### config.mk
export PLATFORM = sky130hd
export DESIGN_NAME = aes256_key_sched_ctrl
export DESIGN_NICKNAME = d
export VERILOG_FILES = /design/src/rtl/aes256_key_sched_ctrl.sv
export SDC_FILE = /design/constraint.sdc
export NUM_CORES = 2
export LEC_CHECK = 0
export CAP_MARGIN = 10
export CORE_MARGIN = 3
export CORE_UTILIZATION = 25
export CTS_CLUSTER_SIZE = 24
export DETAILED_ROUTE_END_ITERATION = 7
export PLACE_DENSITY = 0.38
export SYNTH_ARGS = -nofsm -noshare
export SYNTH_HDL_FRONTEND = slang
export SYNTH_SLANG_ARGS = --single-unit
### constraint.sdc
create_clock -name clk_i -period 2.1 [get_ports clk_i]
set_clock_uncertainty 0.05 [all_clocks]
set_input_delay 0.63 -clock clk_i [delete_from_list [all_inputs] [get_ports clk_i]]
set_output_delay 0.63 -clock clk_i [all_outputs]
set_load 0.005 [all_outputs]
### src/rtl/aes256_key_sched_ctrl.sv
// AES-256 key-schedule sequencer: accepts a cipher key, walks the external expansion
// datapath through 7 steps and serves the 15 resulting round keys over a registered read port.
module aes256_key_sched_ctrl #(
    parameter int unsigned NUM_RK      = 15,
    parameter bit          CLR_ON_LOAD = 1'b1
) (
    input  logic         clk_i,
    input  logic         rst_ni,
    input  logic         key_valid_i,
    output logic         key_ready_o,
    input  logic [255:0] key_in_i,
    output logic [3:0]   exp_rc_o,
    output logic [255:0] exp_key_o,
    input  logic [255:0] exp_next_i,
    output logic         busy_o,
    output logic         keys_valid_o,
    output logic         done_o,
    input  logic         rd_en_i,
    input  logic [3:0]   rd_idx_i,
    output logic [127:0] rd_data_o,
    output logic         rd_vld_o
);

    typedef enum logic [1:0] {StIdle, StExpand, StReady} state_e;

    localparam logic [3:0] LastIter = 4'd7;

    state_e         state_q, state_d;
    logic [255:0]   key_state_q, key_state_d;
    logic [3:0]     iter_q, iter_d;
    logic [127:0]   rk_q [NUM_RK];
    logic [127:0]   rk_d [NUM_RK];
    logic           done_q, done_d;
    logic [127:0]   rd_data_q, rd_data_d;
    logic           rd_vld_q, rd_vld_d;

    logic accept;
    logic last_iter;

    assign accept    = key_valid_i & key_ready_o;
    assign last_iter = (iter_q == LastIter);

    // State register
    always_ff @(posedge clk_i or negedge rst_ni) begin
        if (!rst_ni) begin
            state_q <= StIdle;
        end else begin
            state_q <= state_d;
        end
    end

    // Next-state logic
    always_comb begin
        state_d = state_q;
        unique case (state_q)
            StIdle, StReady: begin
                if (key_valid_i) begin
                    state_d = StExpand;
                end
            end
            StExpand: begin
                if (last_iter) begin
                    state_d = StReady;
                end
            end
            default: state_d = StIdle;
        endcase
    end

    // FSM outputs
    always_comb begin
        key_ready_o  = 1'b0;
        busy_o       = 1'b0;
        keys_valid_o = 1'b0;
        unique case (state_q)
            StIdle: begin
                key_ready_o = 1'b1;
            end
            StExpand: begin
                busy_o = 1'b1;
            end
            StReady: begin
                key_ready_o  = 1'b1;
                keys_valid_o = 1'b1;
            end
            default: begin
                key_ready_o = 1'b0;
            end
        endcase
    end

    // Key state, iteration counter and round-key file updates
    always_comb begin
        key_state_d = key_state_q;
        iter_d      = iter_q;
        rk_d        = rk_q;
        done_d      = 1'b0;

        if (accept) begin
            key_state_d = key_in_i;
            iter_d      = 4'd1;
            rk_d[0]     = key_in_i[255:128];
            rk_d[1]     = key_in_i[127:0];
            if (CLR_ON_LOAD) begin
                for (int unsigned j = 2; j < NUM_RK; j++) begin
                    rk_d[j] = '0;
                end
            end
        end else if (busy_o) begin
            // The final step only yields rk14; its lower half has no slot and
            // the exposed key state / rc hold their last values.
            for (int unsigned j = 2; j < NUM_RK; j++) begin
                if (j == 2 * 32'(iter_q)) begin
                    rk_d[j] = exp_next_i[255:128];
                end else if (!last_iter && (j == 2 * 32'(iter_q) + 1)) begin
                    rk_d[j] = exp_next_i[127:0];
                end
            end
            if (last_iter) begin
                done_d = 1'b1;
            end else begin
                key_state_d = exp_next_i;
                iter_d      = iter_q + 4'd1;
            end
        end
    end

    // Read port: out-of-range indices return zero
    always_comb begin
        rd_vld_d  = rd_en_i;
        rd_data_d = rd_data_q;
        if (rd_en_i) begin
            rd_data_d = '0;
            for (int unsigned j = 0; j < NUM_RK; j++) begin
                if (32'(rd_idx_i) == j) begin
                    rd_data_d = rk_q[j];
                end
            end
        end
    end

    always_ff @(posedge clk_i or negedge rst_ni) begin
        if (!rst_ni) begin
            key_state_q <= '0;
            iter_q      <= '0;
            done_q      <= 1'b0;
            rd_data_q   <= '0;
            rd_vld_q    <= 1'b0;
            for (int unsigned j = 0; j < NUM_RK; j++) begin
                rk_q[j] <= '0;
            end
        end else begin
            key_state_q <= key_state_d;
            iter_q      <= iter_d;
            done_q      <= done_d;
            rd_data_q   <= rd_data_d;
            rd_vld_q    <= rd_vld_d;
            rk_q        <= rk_d;
        end
    end

    assign exp_key_o = key_state_q;
    assign exp_rc_o  = iter_q;
    assign done_o    = done_q;
    assign rd_data_o = rd_data_q;
    assign rd_vld_o  = rd_vld_q;

endmodule

==> Word-level counts from Yosys, hierarchy flattened <==
Cells that the tools add are included.
{ "op_classes": {"n_reduce_logical": 46, "n_eq_ne": 40, "n_mux": 52, "n_bitwise": 1, "n_addsub": 2} }
{ "op_table": {"columns": ["op", "n"], "rows": [
  ["two-way mux 128 bit", 35],
  ["two-way mux 1664 bit", 2],
  ["two-way mux 256 bit", 3],
  ["== test 4 x 32 -> 1 bit (first input constant)", 6],
  ["== test 3 x 32 -> 1 bit (first input constant)", 4],
  ["== test 2 x 32 -> 1 bit (first input constant)", 2],
  ["AND reduction 2 bit", 15],
  ["== test 4 bit (second input constant)", 7],
  ["nonzero test 3 bit", 7],
  ["== test 4 x 3 -> 1 bit (second input constant)", 5],
  ["== test 3 x 4 -> 1 bit (first input constant)", 4],
  ["nonzero test 2 bit", 7],
  ["logical AND 1 bit", 13],
  ["two-way mux 4 bit", 3],
  ["== test 2 x 4 -> 1 bit (first input constant)", 2],
  ["== test 4 x 2 -> 1 bit (second input constant)", 2],
  ["adder 5 x 1 -> 6 bit (second input constant)", 1],
  ["== test 4 x 6 -> 1 bit (first input constant)", 1],
  ["two-way mux 1 bit", 6],
  ["adder 4 x 1 -> 4 bit (second input constant)", 1],
  ["== test 1 x 4 -> 1 bit (first input constant)", 1],
  ["== test 4 x 1 -> 1 bit (second input constant)", 1],
  ["logical NOT 4 bit", 1],
  ["two-way mux 2 bit", 2],
  ["other kinds (9)", 10]
]} }
{ "totals": {"out_inout_bits": 393, "reg_bits": 2312, "in_bits": 520} }

==> Longest topological paths before layout <==
{ "logic_depth": {"ltp_word": 16, "depth_mapped": 11} }

==> Worst setup path before layout <==
Ideal clock, no wire load.
{ "synth_path": {"kind": "input -> register", "start": "input port rd_idx_i[0]", "end": "register rd_data_q[44] (netlist: rd_data_o[44])", "n_path_buf": 3, "path_stages": 8, "setup_ps": 142, "slack_ps": -279, "required_time_ps": 1908, "arrival_ps": 2188, "path_cell_list": "buf_4 -> buf_2 -> buf_2 -> mux4_2 -> nand2_1 -> nand3_1 -> a221oi_1 -> a211oi_1"} }
{ "synth_between": {"elab_chain_len": 16, "elab_cells_between_ends": 30, "cone_classes": "14 x eq/ne; 15 x mux; 1 x reduce/logical"} }
{ "synth_rtl": {"columns": ["item", "line_no", "rtl"], "rows": [
  ["start, declared", "19", "input logic [3:0] rd_idx_i,"],
  ["logical NOT 4 bit", "135", "if (32'(rd_idx_i) == j) begin"],
  ["two-way mux 128 bit (14 in a row)", "135", null],
  ["two-way mux 128 bit *", "135", null],
  ["end signal, assigned", "156", "rd_data_q <= rd_data_d;"],
  ["end, declared", "34", "logic [127:0] rd_data_q, rd_data_d;"]
]} }
Mark *: on every way between the ends. The rest lies on a longest branch, timed or not.
A chain may end at the register's enable or synchronous reset.

==> Worst setup path after layout <==
{ "layout_path": {"start": "register state_q[1]", "end": "output port keys_valid_o"} }
{ "layout_between": {"elab_chain_len": 2} }
{ "layout_rtl": {"columns": ["item", "line_no", "rtl"], "rows": [
  ["start, declared", "28", "state_e state_q, state_d;"],
  ["start signal, assigned", "46", "state_q <= StIdle;"],
  ["start signal, assigned", "48", "state_q <= state_d;"],
  ["== test 2 bit", "75", "unique case (state_q)"],
  ["two-way mux 1 bit", "75", null],
  ["end, declared", "16", "output logic keys_valid_o,"]
]} }
Every way passes these cells.

==> results.sh <==
export IMPL_synth_seq_cells=2312
export IMPL_synth_cells=12100
export IMPL_yosysTopAreaCellShare=0.538
export IMPL_p_per_area_mw_per_mm2=1390
export IMPL_seq_area_frac_synth=0.538
export IMPL_slowest_delay_ps=410
export IMPL_htree_levels=5
export IMPL_drive_gt1_frac=0.224
export IMPL_nets=14200
export IMPL_ys_types=64
export IMPL_cp_slowest_cell="dfrtp_1"
export IMPL_ioPinCount=913
export IMPL_async_reset_ff_frac=1.00
export IMPL_violations="negative setup slack"
export IMPL_drc=0
export IMPL_wl_per_cell_um=28.7
export IMPL_syn2layout_area_growth_pct=38.7
export IMPL_grt_pass1_vias=99800
export IMPL_viasPerCell=5.09
export IMPL_antenna_found_initial=25
export IMPL_ys_warn_count=0
export IMPL_dieArea_mm2=0.438
export IMPL_grt_max_degree=93
export IMPL_synth_area_mm2=0.107
export IMPL_crit_cells=3
export IMPL_cp_required_ps=1420
export IMPL_finalWeightedCongestion=0.851
export IMPL_ys_top_cells_by_count="nand2_1 (4357), dfrtp_1 (2312), o21ai_0 (1056)"
export IMPL_synth_main_ff_cell="dfrtp_1"
export IMPL_worst_endpoint_arrival_ps=1750
export IMPL_synth_edf_count=0
export IMPL_vias=99700
export IMPL_dp_cells=18800
export IMPL_cts_tree="done"
export IMPL_fp_dieW_um=662
export IMPL_worstHoldPathCells=3
export IMPL_hp_start="rd_en_i"
export IMPL_fp_coreArea_mm2=0.428
export IMPL_post_synth_top_count_cell="nand2_1"
export IMPL_hold_class="input pin to flop"
export IMPL_path_common_cell="buf_6"
export IMPL_synth_nets=12600
export IMPL_path_delay_family="flip-flops"
export IMPL_clockBufferDepth=4
export IMPL_ant_nets=0
export IMPL_drtIter0Drc=9182
export IMPL_start_util=0.251
export IMPL_period_minus_slack_ps=2430
export IMPL_grt_first_pass_wirelength_um=761000
export IMPL_io_buffer_count=912
export IMPL_place_hpwl_um=372000
export IMPL_synth_area_top_cells="dfrtp_1 (54%), nand2_1 (15%), o21ai_0 (4.9%)"
export IMPL_start_kind="flop"
export IMPL_rows=240
export IMPL_fin_cells=19600
export IMPL_tightest_slew_ps=779
export IMPL_fmax_ghz=0.411
export IMPL_path_clk_slew_ps=60
export IMPL_crit_path_start="state_q[1]"
export IMPL_cts_buffers=296
export IMPL_reg2reg_slack_ps=-290
export IMPL_ff2ff_path_depth=12
export IMPL_worst_path_max_fanout=2
export IMPL_grt_usage=0.239
export IMPL_drv_slew=0
export IMPL_drv_cap=0
export IMPL_path_buf_inv=2
export IMPL_slew_headroom=0.480
export IMPL_postLayoutCoreUtil=0.349
export IMPL_insertion_delay_ps=950
export IMPL_status="finished with violations"
export IMPL_synth_top_cell_by_area="dfrtp_1"
export IMPL_stdcell_area_mm2=0.149
export IMPL_r2r_start="state_q[1]"
export IMPL_crit_type="flop to output pin"
export IMPL_min_period_over_period=1.16
export IMPL_die_h_um=662
export IMPL_setup_slack_ps=-334
export IMPL_crit_end="keys_valid_o"
export IMPL_worstReg2RegEnd="rk_q[924]"
export IMPL_cp_cell_sequence="buf_6 -> nor2b_4 -> buf_6"
export IMPL_cp_end_kind="output pin"
export IMPL_dr_pass1_iters=7
export IMPL_clock_sinks=2312
export IMPL_report_final_hold_viol_count=0
export IMPL_synth_area_per_cell_um2=8.91
export IMPL_irDropWorstVdd_mv=0.689
export IMPL_post_dp_cell_area_mm2=0.134
export IMPL_p_leak_nw=68.3
export IMPL_wl_um=561000
export IMPL_finalPower_mw=207
export IMPL_overflow=0
export IMPL_setup_violations=1408
export IMPL_cts_root_buf="clkbuf_16"
export IMPL_rsz0062_at_grt="yes"
==> state kept, by name, summed over array words and instances, names as in the netlist <==
| name | cells |
|---|---|
| rk_q | 1920 |
| state_q | 2 |
| done_o | 1 |
| rd_vld_o | 1 |
| rd_data_o | 128 |
| exp_rc_o | 4 |
| exp_key_o | 256 |
==> cells in the final DEF (no fill, tap or decap), drive strengths merged, types with 9 or more instances in the layout <==
cell,netlist,layout
nand2b,10,10
a211o,15,15
nand2,4359,4359
a221oi,110,110
o2bb2ai,25,25
o21ai,1060,1060
nor2b,50,50
a222oi,15,15
mux2i,505,505
nor2,351,351
clkdlybuf4s50,0,513
a22o,19,19
a22oi,50,50
mux2,15,15
clkinv,0,53
nand3,461,461
a211oi,110,110
a21o,21,21
a2bb2oi,18,18
and2,9,9
a31oi,13,13
nor3,12,12
o211ai,19,19
o22ai,78,78
inv,24,38
or3,9,9
dfrtp,2312,2312
buf,459,1847
bufinv,0,13
clkbuf,660,501
a21oi,1013,1013
mux4,154,154
o221ai,34,34
==> worst min path at each step <==
stage	to	slack, ps
2_1_floorplan	done_o	280
3_3_place_gp	rk_q[1792]	410
3_5_place_dp	rk_q[1904]	410
4_1_cts	rd_data_o[95]	70
5_1_grt	rd_data_o[95]	90
6_report	rd_data_o[95]	140
==> routing by layer <==
layer | routed length, um | vias up | track usage
met5 | 23 | - | 0
met4 | 20700 | 4 | 0.0777
met3 | 37500 | 789 | 0.0397
met2 | 260000 | 4039 | 0.390
met1 | 243000 | 51000 | 0.323
li1 | - | 43900 | -
==> logic make-up (layout without fill, tap and decap cells) <==
group,after synthesis,count (layout),synth area share
mux,674,674,0.0809
fa+ha+maj,4,4,0.000466
xor+xnor,1,1,0.0000815
other cells,0,7,0
compound gates,2647,2647,0.139
simple gates,5275,5275,0.193
flops,2312,2312,0.538
buf+inv,1143,2975,0.0484
==> cell type report <==
type / instances / area, um2
diodes: 7 / 17.5
well taps: 5687 / 7120
repair buffers: 2428 / 27100
flip-flops and latches: 2312 / 57900
multi-input cells: 8601 / 47000
clock buffers: 438 / 8750
clock inverters: 85 / 987
fillers: 43400 / 279000
inverters: 24 / 113
==> metrics by stage <==
stage	hold WS, ps	setup WS, ps	TNS, ps
floorplan	284	-136	-7020
global placement	406	-778	-653500
detailed placement	413	-747	-670540
CTS	68.5	-405	-157610
global route	94.5	-397	-256280
finish	139	-334	-141970
==> power by group <==
part           switching, mW  internal (mW)  total (mW)  leakage [nW]
Combinational           43.9           34.5        78.4          33.2
Clock                   21.6           30.6        52.2          4.80
Sequential              12.5           64.0        76.4          30.4
==> worst register-to-register path, cell delays in order, from the launching register on <==
cell       delay [ps]
dfrtp_1           420
buf_6             140
buf_4             130
nor4_4            250
buf_6             180
buf_12            110
and2_4            200
buf_8             160
buf_12            120
clkbuf_16         160
buf_16            170
nand2_4            80
a21oi_2           150
==> timing repair <==
item	4_1_cts	5_1_grt
gates cloned	19	71
setup buffers	144	59
setup endpoints to repair	1188	1902
resized for setup	1799	610
pin swaps	18	285
hold buffers	1	0
hold endpoints to repair	455	0
No activity file was read; power rests on OpenSTA's default activity.
